`src/rtl/hack_screen_pkg.sv`:
```
// Shared constants and the state encoding for the Hack screen read-side master.
// The screen is 512x256 pixels at 1 bit per pixel, stored as 8K 16-bit words in row-major order.
package hack_screen_pkg;

  localparam int SCREEN_WORDS    = 8192;
  localparam int WORDS_PER_ROW   = 32;
  localparam int PIXELS_PER_WORD = 16;
  // This is the CPU-side base address. The RAM port seen by this block starts at BASE_ADDR.
  localparam int SCREEN_BASE     = 16384;

  typedef enum logic [1:0] {
    IDLE  = 2'd0,
    FETCH = 2'd1,
    SHIFT = 2'd2
  } state_e;

endpackage

```
`src/rtl/screen_word_counter.sv`:
```
// Word index for the screen walk: holds the running count, builds the RAM address from it,
// and raises the end-of-row and end-of-frame flags.
module screen_word_counter
  import hack_screen_pkg::*;
#(
  parameter int ADDR_WIDTH    = 13,
  parameter int WORDS_PER_ROW = hack_screen_pkg::WORDS_PER_ROW,
  parameter int NUM_WORDS     = SCREEN_WORDS,
  parameter int BASE_ADDR     = 0
) (
  input  logic                  CLK,
  input  logic                  RST_N,
  input  logic                  clr,
  input  logic                  inc,
  output logic                  lastInRow,
  output logic                  lastInFrame,
  output logic [ADDR_WIDTH-1:0] address
);

  localparam int IDX_W = (NUM_WORDS > 1) ? $clog2(NUM_WORDS) : 1;

  logic [IDX_W-1:0] r_idx;

  always_ff @(posedge CLK or negedge RST_N) begin
    if (!RST_N)   r_idx <= '0;
    else if (clr) r_idx <= '0;
    else if (inc) r_idx <= r_idx + 1'b1;
  end

  assign lastInFrame = (r_idx == IDX_W'(NUM_WORDS - 1));
  assign lastInRow   = ((r_idx % IDX_W'(WORDS_PER_ROW)) == IDX_W'(WORDS_PER_ROW - 1));
  // Adding the base can carry past ADDR_WIDTH bits. The carry is dropped, so the address wraps.
  assign address     = ADDR_WIDTH'(BASE_ADDR) + ADDR_WIDTH'(r_idx);

endmodule

```
`src/rtl/screen_reader.sv`:
```
// Walks the screen RAM word by word and serializes each word into a valid/ready pixel
// stream with row and frame markers. One FETCH bubble is spent per word.
module screen_reader
  import hack_screen_pkg::*;
#(
  parameter int DATA_WIDTH    = PIXELS_PER_WORD,
  parameter int ADDR_WIDTH    = 13,
  parameter int WORDS_PER_ROW = hack_screen_pkg::WORDS_PER_ROW,
  parameter int NUM_WORDS     = SCREEN_WORDS,
  parameter int BASE_ADDR     = 0
) (
  input  logic                  CLK,
  input  logic                  RST_N,
  input  logic                  start,
  input  logic                  continuous,
  output logic [ADDR_WIDTH-1:0] address,
  input  logic [DATA_WIDTH-1:0] ramData,
  output logic                  pixel,
  output logic                  pixelValid,
  input  logic                  pixelReady,
  output logic                  lineEnd,
  output logic                  frameEnd,
  output logic                  busy
);

  localparam int BIT_W = (DATA_WIDTH > 1) ? $clog2(DATA_WIDTH) : 1;

  state_e                r_state, w_next;
  logic [DATA_WIDTH-1:0] r_shift;
  logic [BIT_W-1:0]      r_bit;
  logic                  w_clr, w_inc, w_load, w_bit_inc;
  logic                  w_last_bit, w_last_row, w_last_frame, w_shift;

  screen_word_counter #(
    .ADDR_WIDTH   (ADDR_WIDTH),
    .WORDS_PER_ROW(WORDS_PER_ROW),
    .NUM_WORDS    (NUM_WORDS),
    .BASE_ADDR    (BASE_ADDR)
  ) u_cnt (
    .CLK        (CLK),
    .RST_N      (RST_N),
    .clr        (w_clr),
    .inc        (w_inc),
    .lastInRow  (w_last_row),
    .lastInFrame(w_last_frame),
    .address    (address)
  );

  assign w_shift    = (r_state == SHIFT);
  assign w_last_bit = (r_bit == BIT_W'(DATA_WIDTH - 1));

  always_comb begin
    w_next    = r_state;
    w_clr     = 1'b0;
    w_inc     = 1'b0;
    w_load    = 1'b0;
    w_bit_inc = 1'b0;
    unique case (r_state)
      IDLE: begin
        if (start) begin
          w_next = FETCH;
          w_clr  = 1'b1;
        end
      end
      FETCH: begin
        w_load = 1'b1;
        w_next = SHIFT;
      end
      SHIFT: begin
        if (pixelReady) begin
          if (!w_last_bit) begin
            w_bit_inc = 1'b1;
          end else if (!w_last_frame) begin
            w_inc  = 1'b1;
            w_next = FETCH;
          end else begin
            // On the final pixel, start is ignored. Only continuous decides whether the next frame begins.
            w_clr  = 1'b1;
            w_next = continuous ? FETCH : IDLE;
          end
        end
      end
      default: w_next = IDLE;
    endcase
  end

  always_ff @(posedge CLK or negedge RST_N) begin
    if (!RST_N) begin
      r_state <= IDLE;
      r_shift <= '0;
      r_bit   <= '0;
    end else begin
      r_state <= w_next;
      if (w_load) begin
        r_shift <= ramData;
        r_bit   <= '0;
      end else if (w_bit_inc) begin
        r_bit <= r_bit + 1'b1;
      end
    end
  end

  // The LSB of the word is the leftmost pixel on screen.
  assign pixel      = w_shift & r_shift[r_bit];
  assign pixelValid = w_shift;
  assign lineEnd    = w_shift & w_last_bit & w_last_row;
  assign frameEnd   = w_shift & w_last_bit & w_last_frame;
  assign busy       = (r_state != IDLE);

endmodule

```
`config.mk`:
```
export PLATFORM = sky130hd
export DESIGN_NAME = screen_reader
export DESIGN_NICKNAME = d
export VERILOG_FILES = /design/src/rtl/hack_screen_pkg.sv /design/src/rtl/screen_word_counter.sv /design/src/rtl/screen_reader.sv
export SDC_FILE = /design/constraint.sdc
export NUM_CORES = 1
export LEC_CHECK = 0
export CORE_ASPECT_RATIO = 1.5
export CORE_UTILIZATION = 50
export DETAILED_ROUTE_END_ITERATION = 7
export PLACE_DENSITY_LB_ADDON = 0.12
export SLEW_MARGIN = 20
export SYNTH_ARGS = -nofsm -noshare
export SYNTH_HDL_FRONTEND = slang
export SYNTH_SLANG_ARGS = --single-unit
```
`constraint.sdc`:
```
create_clock -name CLK -period 2.5 [get_ports CLK]
set_input_delay 0.5 -clock CLK [delete_from_list [all_inputs] [get_ports CLK]]
set_output_delay 0.5 -clock CLK [all_outputs]
set_load 0.005 [all_outputs]
```
Word level (Yosys, flattened, before mapping)
Cells that the tools add are included.

Multiplexer cells: 25. Magnitude comparators: 1. Eq/ne operators: 8. Bitwise gates (word level): 4. Reduce and logical (&&, ||, !) cells: 5. $add $sub $neg: 2.

Operator list (number): 13-bit two-way mux (2); 1-bit two-way mux (15); 13-bit by 1-bit adder with 13-bit output, second input constant (1); 13-bit equality test, second input constant (1); 4-bit two-way mux (2); 2-bit two-way mux (3); 2-bit != test, second input constant (3); 2-bit case mux with 3 select lines (1); 2-bit nonzero test (3); 5-bit equality test, second input constant (1); 4-bit by 5-bit less-than comparator with 1-bit output, second input constant (1); 4-bit by 1-bit adder with 4-bit output, second input constant (1); 1-bit bitwise AND (4); 1-bit binary-select mux with 4-bit select (1); 4-bit equality test, second input constant (1); 3-bit AND reduction (1); 2-bit by 1-bit equality test with 1-bit output, second input constant (1); 2-bit equality test, second input constant (1); 2-bit zero test (1); 1-bit case mux with 2 select lines (1).

Bits in registers: 35. Logic and storage cells: 49. Bits of input ports: 21.

Depth between registers and ports, before layout
Depth in word-level cells: 7. Mapped depth: 7.

Modules after synthesis
A second synthesis with hierarchy kept.

Cell total of the unflattened synthesis: 157. Area, all modules: 1781.7 um^2.

Modules (own cells, without submodules): screen_reader (times used 1, cells each 88, sequential area each 550.5 um^2, area each 1104.8 um^2); screen_word_counter (times used 1, cells each 69, sequential area each 325.3 um^2, area each 676.9 um^2).

Worst setup path before layout
OpenSTA, ideal clock, no wires.

Kind: reg-to-output. Start point: register r_bit[0]. End point: output port pixel. Data required time: 2000 ps. Path slack: 196 ps. Data arrival time: 1804 ps. Cell stages (with the launch flop): 5. Path buffers: 1. Path through: dfrtp_1 -> clkbuf_1 -> mux4_2 -> mux4_1 -> and2_1.

Cells in the longest elaborated chain, start to end: 3.

RTL lines: from (decl) (RTL line screen_reader.sv:30) `logic [BIT_W-1:0] r_bit;`; from (signal assigned) (RTL line screen_reader.sv:98) `r_bit <= r_bit + 1'b1;`; 1-bit binary-select mux with 4-bit select (RTL line screen_reader.sv:104) `assign pixel = w_shift & r_shift[r_bit];`; 1-bit two-way mux (implied by the code) (RTL line screen_reader.sv:104); 1-bit bitwise AND (RTL line screen_reader.sv:104); to (decl) (RTL line screen_reader.sv:18) `output logic pixel,`.

No other way between the ends. The select of a mux whose other input is x is not followed.

Worst setup path after layout
Ends and elaborated chain as after synthesis.

==> impl_metrics.py <==
metrics = {
    "drt": {
        "drc": 0,
        "dr.pass1.iters": 4,
        "drt_iter0_markers": 42,
        "wl_per_cell_um": 17.2,
        "vias": 1568,
        "wl_um": 4430,
        "avgViaCountPerCell": 6.08,
        "detail-route-antenna-nets": 0,
    },
    "logic_synthesis": {
        "synth_area_leader_cell": "dfrtp_1",
        "synth_area_leaders": "dfrtp_1 (48%), mux2_2 (9.8%), mux4_2 (4.9%)",
        "avgSynthCellArea_um2": 11.5,
        "netlist_area_mm2": 0.00183,
        "synth.most_common_cell": "dfrtp_1",
        "synth_xor_xnor_area_share_pct": 1.43,
        "yosysWarnings": 0,
        "seq_area_frac_synth_pct": 47.8,
        "yosys.area_share.simple_pct": 15.8,
        "synth_compound_area_share_pct": 12.4,
        "synthTopCellsByCount": "dfrtp_1 (35), mux2_2 (16), or4_1 (10)",
        "synth_edf_count": 0,
        "yosys.area_share.adder_pct": 2.05,
        "synthFlopType": "dfrtp_1",
        "synth_nets": 183,
        "synthArstFlopShare_pct": 100,
        "synthCells": 159,
        "ys_seq_elements": 35,
        "synth_cell_types": 39,
        "synth_top_family_by_area": "multiplexers",
        "netlist.area_leader.share_pct": 47.8,
        "muxShareOfSynthArea_pct": 16.7,
    },
    "floorplanning": {
        "die_area_mm2": 0.00391,
        "core-area_mm2": 0.00345,
        "ios": 39,
        "die_w_um": 51.4,
        "die_h_um": 76.1,
        "start_util_pct": 53.1,
        "rows": 26,
    },
    "pwr": {
        "p_total_mw": 1.94,
        "cellPowerDensity_mw_per_mm2": 784,
        "ir_worst_vdd_v": 0.000625,
        "leakage_nw": 1.06,
    },
    "clock_network": {
        "ctsHoldBuffers": 0,
        "ctsLongestPathBuffers": 2,
        "cts-root-buf": "clkbuf_8",
        "cts-buffers-inserted": 5,
        "clkLatencyLatePin_ns": 0.29,
        "htree_num_levels": 2,
        "cts_tree": "built",
        "cts.clk_slew.worst_paths_ns": 0.08,
        "post_cts_buffers": 0,
        "numClockSinks": 35,
    },
    "placed_design": {
        "pre_cts_ws_ns": -0.134,
        "io_buffers": 38,
        "dpl.hpwl_um": 3310,
        "place_area_mm2": 0.00238,
        "gp_congestion": 0.824,
    },
    "worst_setup_path": {
        "crit_path_max_incr_delay_ns": 0.52,
        "crit_required_ns": 2.00,
        "crit_path_top_delay_cell": "mux4_2",
        "critPathMaxFanout": 5,
        "arrival_ns": 1.98,
        "cp_top_family": "multiplexers",
        "cp.buffers_inverters": 1,
        "crit_type": "flop to primary output",
        "end_kind": "primary output",
        "cp_common_cell": "mux4_2",
        "cp-start-kind": "flop",
        "worstPathCellList": "mux4_2, mux4_2, and2_4, clkbuf_2",
    },
    "timing": {
        "tightest_slew_ns": 0.497,
        "finalSetupViolCount": 0,
        "fmax_mhz": 404,
        "maxSlewViolCount": 0,
        "skew_ns": 0.00519,
        "fin_ws_ns": 0.0237,
        "relSlewSlack_pct": 66.8,
        "hold_viol_final": 0,
        "period_needed_ns": 2.48,
        "setup_tns_ns": 0,
        "finalCritPeriodShare_pct": 99.1,
        "rsz0062_at_grt": "yes",
    },
    "cells_and_area": {
        "final_util_pct": 71.7,
        "area_growth_pct": 35.0,
        "nNetsFinal": 239,
        "n_antenna_cell": 0,
        "drive_gt1_share_pct": 29.2,
        "design_area_mm2": 0.00247,
    },
    "job": {
        "drv_cap": 0,
    },
    "global_routing": {
        "grt_max_degree": 36,
        "track_usage_pct": 25.5,
        "grt_antenna_before_repair": 0,
        "grt_pass1_vias": 1616,
        "grt_pass1_wl_um": 7420,
        "grt_overflow_total": 0,
    },
    "worst_hold_path": {
        "min_path_type": "flop to flop",
    },
    "status": {
        "status": "complete, no violations",
    },
}
[cell type report]
cell class / count / area, um2
Clock buffer: 5 / 68.8
Clock inverter: 3 / 20.0
Fill cell: 268 / 975
Inverter: 8 / 30.0
Multi-Input combinational cell: 107 / 902
Sequential cell: 35 / 877
Tap cell: 42 / 52.6
Timing Repair Buffer: 58 / 523
[where the power goes]
part	leakage, nW	switching, mW	internal [mW]
registers	0.448	0.151	0.737
clock network	0.0402	0.213	0.194
logic	0.570	0.251	0.393
total	1.06	0.615	1.32
[worst reg2reg max path, delay by kind of cell (launching register included)]
kind | cells | cell delay (ns)
buffers and inverters | 1 | 0.15
AOI/OAI and AO/OA | 1 | 0.16
adders and majority gates | 1 | 0.21
and+or+nand+nor | 3 | 1.27
DFF | 1 | 0.44
[path summary, 6_finish.rpt]
path / start / end / slack [ns] / cells after the start
worst max-delay path: r_bit[0] / pixel / 0.02 / 4
worst min-delay path: r_state[0] / r_state[0] / 0.47 / 1
worst max register to register: r_bit[0] / u_cnt.r_idx[11] / 0.18 / 6
worst min register to register: r_state[0] / r_state[0] / 0.47 / 1
max in group asynchronous: RST_N / r_bit[0] / 1.55 / 2
min in group asynchronous: RST_N / u_cnt.r_idx[9] / 0.62 / 2
[flip-flops by register name, summed over array words and instances, names as in the netlist]
name / flops
r_state: 2
r_bit: 4
u_cnt.r_idx: 13
r_shift: 16
[cell families (layout without fill, tap and decap cells)]
kind of cell / count (synthesis) / in the layout
DFF: 35 / 35
adders and majority gates: 3 / 3
and+or+nand+nor: 49 / 49
muxes: 22 / 22
AOI/OAI and AO/OA: 30 / 30
xor gates and xnor gates: 3 / 3
buffers and inverters: 17 / 74
[per-stage QoR]
step	hold slack, ns	instances
2_1_floorplan	0.204	159
3_3_place_gp	0.454	250
3_5_place_dp	0.455	250
4_1_cts	0.467	258
5_1_grt	0.523	258
6_report	0.469	258
[cells in the final DEF, fill, tap and decap left out, types with 3 or more instances in the layout]
cell	n
ha_1	3
inv_1	7
nand2_1	5
or4_1	9
nand4_1	5
o21ai_0	4
mux4_2	5
a22oi_1	9
dfrtp_1	34
clkdlybuf4s50_1	35
buf_4	20
nand3_1	7
nor2_1	7
o31ai_1	9
mux2_2	16
clkbuf_8	5
[what timing repair did]
| item | CTS | global route |
|---|---|---|
| setup endpoints to repair | 3 | 1 |
| gates cloned | 0 | 0 |
| endpoints found under the hold margin | 0 | 0 |
| pin swaps | 1 | 0 |
| gates resized for setup | 9 | 1 |
[metal layers]
metal  routed length, um  up-vias  track usage [%]
li1                    -      720                -
met1                1640      792             28.2
met2                2520       47             45.7
met3                 175        9             5.59
met4                 102        0             9.73
met5                   0        -                0
Power figures use the tool's default switching activity.
